`src/rtl/ce_seq_gen.sv`:
```
// ce_seq_gen: start-qualified c/b pulse generator with 1..MAX_DLY delay.
// Define CE_SEQ_GEN_OVR_EN to build the sticky overrun flag on ovr.
module ce_seq_gen #(
    parameter int MAX_DLY = 5,
    parameter int DLY_W   = 3
) (
    input  logic             clk,
    input  logic             rst,
    input  logic             a,
    input  logic             ce,
    input  logic [DLY_W-1:0] dly,
    output logic             c,
    output logic             b,
    output logic             busy,
    output logic             abort,
    output logic             ovr
);

    typedef enum logic [1:0] {
        IDLE,
        WAIT,
        CPH,
        BPH
    } state_t;

    localparam logic [DLY_W-1:0] MAX_V = DLY_W'(MAX_DLY);
    localparam logic [DLY_W-1:0] ONE   = DLY_W'(1);

    state_t           state;
    logic [DLY_W-1:0] cnt;
    logic [DLY_W-1:0] eff;

    always_comb begin
        eff = dly;
        if (dly == '0)
            eff = ONE;
        else if (dly > MAX_V)
            eff = MAX_V;
    end

    // c/b/abort are single-cycle: cleared every edge unless set below.
    always_ff @(posedge clk) begin
        if (rst) begin
            state <= IDLE;
            cnt   <= '0;
            c     <= 1'b0;
            b     <= 1'b0;
            busy  <= 1'b0;
            abort <= 1'b0;
        end else begin
            c     <= 1'b0;
            b     <= 1'b0;
            abort <= 1'b0;
            unique case (state)
                IDLE: begin
                    if (a && ce) begin
                        busy <= 1'b1;
                        if (eff == ONE) begin
                            state <= CPH;
                            c     <= 1'b1;
                        end else begin
                            state <= WAIT;
                            cnt   <= eff - ONE;
                        end
                    end
                end
                WAIT: begin
                    if (!ce) begin
                        state <= IDLE;
                        busy  <= 1'b0;
                        abort <= 1'b1;
                    end else if (cnt == ONE) begin
                        state <= CPH;
                        c     <= 1'b1;
                    end else begin
                        cnt <= cnt - ONE;
                    end
                end
                CPH: begin
                    if (!ce) begin
                        state <= IDLE;
                        busy  <= 1'b0;
                        abort <= 1'b1;
                    end else begin
                        state <= BPH;
                        b     <= 1'b1;
                    end
                end
                BPH: begin
                    state <= IDLE;
                    busy  <= 1'b0;
                    if (!ce)
                        abort <= 1'b1;
                end
                default: state <= IDLE;
            endcase
        end
    end

`ifdef CE_SEQ_GEN_OVR_EN
    always_ff @(posedge clk) begin
        if (rst)
            ovr <= 1'b0;
        else if (a && busy)
            ovr <= 1'b1;
    end
`else
    assign ovr = 1'b0;
`endif

endmodule

```
`config.mk`:
```
export PLATFORM = sky130hd
export DESIGN_NAME = ce_seq_gen
export DESIGN_NICKNAME = d
export VERILOG_FILES = /design/src/rtl/ce_seq_gen.sv
export SDC_FILE = /design/constraint.sdc
export NUM_CORES = 1
export LEC_CHECK = 0
export ABC_AREA = 1
export CORE_AREA = 2 2 39 41
export CTS_CLUSTER_DIAMETER = 80
export DETAILED_ROUTE_END_ITERATION = 6
export DIE_AREA = 0 0 41 43
export PLACE_DENSITY = 0.74
export RECOVER_POWER = 50
export SLEW_MARGIN = 20
export SYNTH_ARGS = -nofsm -noshare
export SYNTH_HDL_FRONTEND = slang
export SYNTH_SLANG_ARGS = --single-unit
```
`constraint.sdc`:
```
create_clock -name clk -period 1.8 [get_ports clk]
set_clock_uncertainty 0.15 [all_clocks]
set_input_delay 0.18 -clock clk [delete_from_list [all_inputs] [get_ports clk]]
set_output_delay 0.18 -clock clk [all_outputs]
set_load 0.02 [all_outputs]
```
==> impl_metrics.py, run 1 <==
metrics = {
    "timing": {
        "worst_slack_ns": 0.189,
        "finalHoldViolations": 0,
        "setup_viol": 0,
        "slew_violations": 0,
        "period_needed_ns": 1.61,
        "fmax_mhz": 621,
        "setup_tns_ns": 0,
        "rsz0062_at_grt": "false",
        "post-route-period-util_pct": 89.5,
    },
    "drt": {
        "post_drt_via_cell_ratio": 4.72,
        "drt_iter0_markers": 11,
        "dr_total_vias": 614,
        "antenna_left": 0,
        "first_pass_iters": 4,
        "drcViolationCount": 0,
        "wl_per_cell_um": 9.25,
        "routed_wl_um": 1200,
    },
    "synthesis": {
        "ys_seq_area_share_pct": 28.5,
        "synth-seq-cells": 9,
        "ys_warn_count": 0,
        "synth_nets": 113,
        "syn_area_um2": 632,
        "synth_cell_type_count": 17,
        "syn_inst": 99,
        "syn_avg_cell_area_um2": 6.38,
    },
    "run_status": {
        "status": "complete, no violations",
    },
    "min_path": {
        "hold_class": "flop to flop",
        "hold_depth": 2,
    },
    "floorplan": {
        "start_util_pct": 45.7,
        "dieWidth_um": 41,
        "die_h_um": 43,
        "fp-row-count": 14,
        "dieArea_um2": 1760,
        "core_region_area_um2": 1380,
        "io_pins": 12,
    },
    "flow_run": {
        "maxCapViolCount": 0,
    },
    "critical_path": {
        "critPathKind": "input pin to flop",
        "start_kind": "input pin",
        "worst_ep_required_time_ns": 1.82,
        "ff2ff_path_depth": 8,
        "endpoint_kind": "flop",
        "critPathArrivalTime_ns": 1.63,
        "critPathMaxFanout": 3,
    },
    "pwr": {
        "p_per_area_nw_per_um2": 1440,
        "ir_drop_uv": 802,
        "leakage_nw": 0.416,
        "p_total_w": 0.00113,
    },
    "placed_design": {
        "port_buffers": 10,
        "gp_congestion": 0.863,
        "dp_worst_setup_slack_ns": -0.0985,
        "dp.cells": 126,
        "dp_hpwl_um": 962,
    },
    "global_routing": {
        "grt_pass1_wl_um": 2070,
        "grt_overflow": 0,
        "antenna_found_initial": 0,
        "grt_max_degree": 8,
        "grtUsageTotal_pct": 17.9,
        "grt_pass1_vias": 559,
    },
    "clocking": {
        "postCtsSetupBuffers": 0,
        "post_cts_resized": 0,
        "path_clk_slew_ns": 0.06,
        "clock_path_buffers": 2,
        "cts_sinks": 9,
        "clk_latency_ns": 0.26,
        "cts_tree": "built",
        "htreeDepth": 1,
        "holdBufCountCts": 0,
        "root_buffer": "clkbuf_4",
        "numCtsBuffers": 3,
    },
    "final_layout": {
        "final_cell_mix": "nand2_1, inv_1, nor2_1, dfxtp_1",
        "utilization_pct": 56.8,
        "fin_cells": 130,
        "diodes": 0,
        "final_common_cell": "nand2_1",
        "drive_gt1_share_pct": 14.0,
        "n_fill_cell": 137,
        "syn_to_final_growth_pct": 24.4,
        "nets": 129,
    },
}
-- worst paths after layout --
kind	startpoint	end	slack [ns]
setup reg to reg	state[0]	cnt[2]	0.28
hold reg to reg	cnt[1]	cnt[1]	0.34
setup / recovery	dly[2]	cnt[2]	0.19
hold / removal	cnt[1]	cnt[1]	0.34
-- metrics by stage --
stage	instance area, um^2	hold slack (ns)
6_report	786	0.340
5_1_grt	786	0.368
4_1_cts	786	0.340
3_5_place_dp	759	0.331
3_3_place_gp	759	0.332
2_1_floorplan	632	0.101
-- critical path, cell delays in order --
cell             delay [ns]
clkdlybuf4s50_1        0.51
inv_2                  0.06
nand2_1                0.06
nand3_1                0.10
ha_1                   0.20
nand3_1                0.10
nand3_1                0.09
nor2_2                 0.16
nand2_1                0.07
nand2_1                0.07
nor2_2                 0.04
-- sequential cells by signal, indices dropped and copies added (netlist names) --
name / flops
abort: 1
b: 1
busy: 1
c: 1
cnt: 3
state: 2
-- cell usage after synthesis --
master,n,area (um^2)
inv_2,4,15.0
nor3_1,2,10.0
dfxtp_1,9,180
nand3_1,6,30.0
nor2_1,9,33.8
o21ai_1,1,5.00
ha_1,7,87.6
nor2_4,1,11.3
buf_4,2,15.0
conb_1,1,3.75
nand2_2,3,18.8
o21ai_0,3,15.0
nand2_1,28,105
a211oi_1,1,7.51
a21oi_1,5,25.0
nor2_2,2,12.5
inv_1,15,56.3
-- report_power, final --
group	switching, W	internal, W	leakage [nW]
logic	0.000420	0.000256	0.327
clock network	0.0000714	0.0000855	0.0150
registers	0.0000287	0.000269	0.0739
total	0.000520	0.000611	0.416
-- metal layers --
layer	GRT usage, %	share of wire [%]	vias to the layer above
met1	19.0	44	272
met3	7.85	4.5	4
met4	8.00	1.8	0
met5	0	0	-
met2	28.7	49	10
li1	-	-	328
-- cell type report --
class / instances / area, um^2 / share of cell area, %
timing repair buffer: 13 / 123 / 15.6
sequential: 9 / 180 / 22.9
inverter: 19 / 71.3 / 9.08
tap: 16 / 20.0 / 2.55
clock buffer: 4 / 26.3 / 3.34
multi-input combinational: 69 / 365 / 46.5
-- cells by family (layout without fill, tap and decap cells) --
kind of cell | count (synthesis) | in the layout | synth area share, %
flip-flops | 9 | 9 | 28.5
other | 1 | 1 | 0.593
AO/OA/AOI/OAI | 10 | 10 | 8.32
AND/OR/NAND/NOR | 51 | 51 | 35.0
adder cells (fa/ha/maj) | 7 | 7 | 13.9
buffers and inverters | 21 | 36 | 13.7
No activity file was read; power rests on OpenSTA's default activity.
==> inputs of run 2 (changes only) <==
- CORE_AREA: 2 2 39 41 -> 8 8 45 47
- DIE_AREA: 0 0 41 43 -> 0 0 53 55
==> impl_metrics.py, run 2 (synthesized netlist as in run 1, its figures left out) <==
metrics = {
    "final_layout": {
        "diodes": 0,
        "reg.largest.list": "cnt (3), state (2)",
        "utilization_pct": 56.8,
        "final_cell_mix": "nand2_1, inv_1, nor2_1, dfxtp_1",
        "largest_reg_flops": 3,
        "syn_to_final_growth_pct": 24.4,
        "nets": 129,
        "regMostFlops": "cnt",
        "final_common_cell": "nand2_1",
        "drive_gt1_share_pct": 14.0,
    },
    "clocking": {
        "root_buffer": "clkbuf_4",
        "htreeDepth": 1,
        "clock_path_buffers": 2,
        "clk_latency_ns": 0.27,
        "holdBufCountCts": 0,
        "post_cts_resized": 0,
        "numCtsBuffers": 3,
        "path_clk_slew_ns": 0.06,
        "cts_tree": "built",
        "cts_sinks": 9,
        "postCtsSetupBuffers": 0,
    },
    "drt": {
        "post_drt_via_cell_ratio": 4.65,
        "drt_iter0_markers": 19,
        "first_pass_iters": 4,
        "dr_total_vias": 605,
        "drcViolationCount": 0,
        "wl_per_cell_um": 9.56,
        "antenna_left": 0,
        "routed_wl_um": 1240,
    },
    "placed_design": {
        "gp_congestion": 0.853,
        "dp_worst_setup_slack_ns": -0.0867,
        "port_buffers": 10,
        "dp_hpwl_um": 1030,
    },
    "floorplan": {
        "dieArea_um2": 2920,
        "dieWidth_um": 53,
        "core_region_area_um2": 1380,
        "fp-row-count": 14,
        "start_util_pct": 45.7,
        "io_pins": 12,
        "die_h_um": 55,
    },
    "pwr": {
        "p_total_w": 0.00113,
        "p_per_area_nw_per_um2": 1440,
        "leakage_nw": 0.416,
        "ir_drop_uv": 775,
    },
    "critical_path": {
        "cp_num_buf_inv": 2,
        "start_kind": "input pin",
        "critPathKind": "input pin to flop",
        "critPathArrivalTime_ns": 1.62,
        "cpMaxStageDelayCell": "clkdlybuf4s50_1",
        "critPathMaxFanout": 3,
        "critical_path.top_delay_family": "simple AND/OR/NAND/NOR gates",
        "slowest_delay_ns": 0.51,
        "cp_cell_sequence": "clkdlybuf4s50_1 > inv_2 > nand2_1 > nand3_1 > ha_1 > nand3_1 > nand3_1 > nor2_2 > nand2_1 > nand2_1 > nor2_2",
        "worst_ep_required_time_ns": 1.82,
        "endpoint_kind": "flop",
    },
    "global_routing": {
        "grt_pass1_wl_um": 2240,
        "grt_pass1_vias": 540,
        "antenna_found_initial": 0,
        "grtUsageTotal_pct": 10.5,
        "grt_overflow": 0,
        "grt_max_degree": 8,
    },
    "timing": {
        "post-route-period-util_pct": 88.8,
        "setup_viol": 0,
        "rsz0062_at_grt": "false",
        "fmax_mhz": 626,
        "finalHoldViolations": 0,
        "slew_violations": 0,
        "period_needed_ns": 1.60,
        "worst_slack_ns": 0.202,
    },
    "min_path": {
        "hold_class": "flop to flop",
    },
    "flow_run": {
        "maxCapViolCount": 0,
    },
    "run_status": {
        "status": "complete, no violations",
    },
}
run 2: cell counts in the layout (fill, tap and decap cells not counted):
Identical to the previous run, type by type.
run 2: cell type report:
cell class | instances | area, um^2
clock buffer | 4 | 26.3
fill | 142 | 598
inverter | 19 | 71.3
multi-input combinational | 69 | 365
sequential | 9 | 180
tap | 16 | 20.0
timing repair buffer | 13 | 123
run 2: final timing paths:
| path | startpoint | to | slack [ns] | cells after the start |
|---|---|---|---|---|
| setup reg to reg | state[0] | cnt[2] | 0.30 | 8 |
| hold reg to reg | cnt[1] | cnt[1] | 0.34 | 2 |
| setup / recovery | dly[2] | cnt[2] | 0.20 | 11 |
| hold / removal | cnt[1] | cnt[1] | 0.34 | 2 |
run 2: layer usage:
metal  vias up  part of all wire, %  track usage, %  routed length [um]
li1        332                    -               -                   -
met1       255                   45            11.9                 555
met2        13                   44            16.4                 552
met3         5                  8.6            4.81                 107
met4         0                  2.2            5.17                  27
met5         -                    0               0                   0
run 2: where the power goes:
group / switching (W) / internal, W
clock network: 0.0000728 / 0.0000855
registers: 0.0000283 / 0.000269
logic: 0.000419 / 0.000258
run 2: stage by stage:
stage	instance area, um^2	std cells	setup TNS [ns]	hold WS, ns
detailed placement	759	126	-0.225	0.330
global placement	759	126	-0.138	0.331
finish	786	130	0	0.340
floorplan	632	99	0	0.101
global route	786	130	0	0.390
CTS	786	130	0	0.345
run 2: worst register-to-register path: stages (launching register included):
cell     delay [ns]
dfxtp_1        0.34
inv_1          0.08
ha_1           0.27
nand2_1        0.15
nand3_1        0.11
nor2_2         0.16
nand2_1        0.06
nand2_1        0.07
nor2_2         0.04
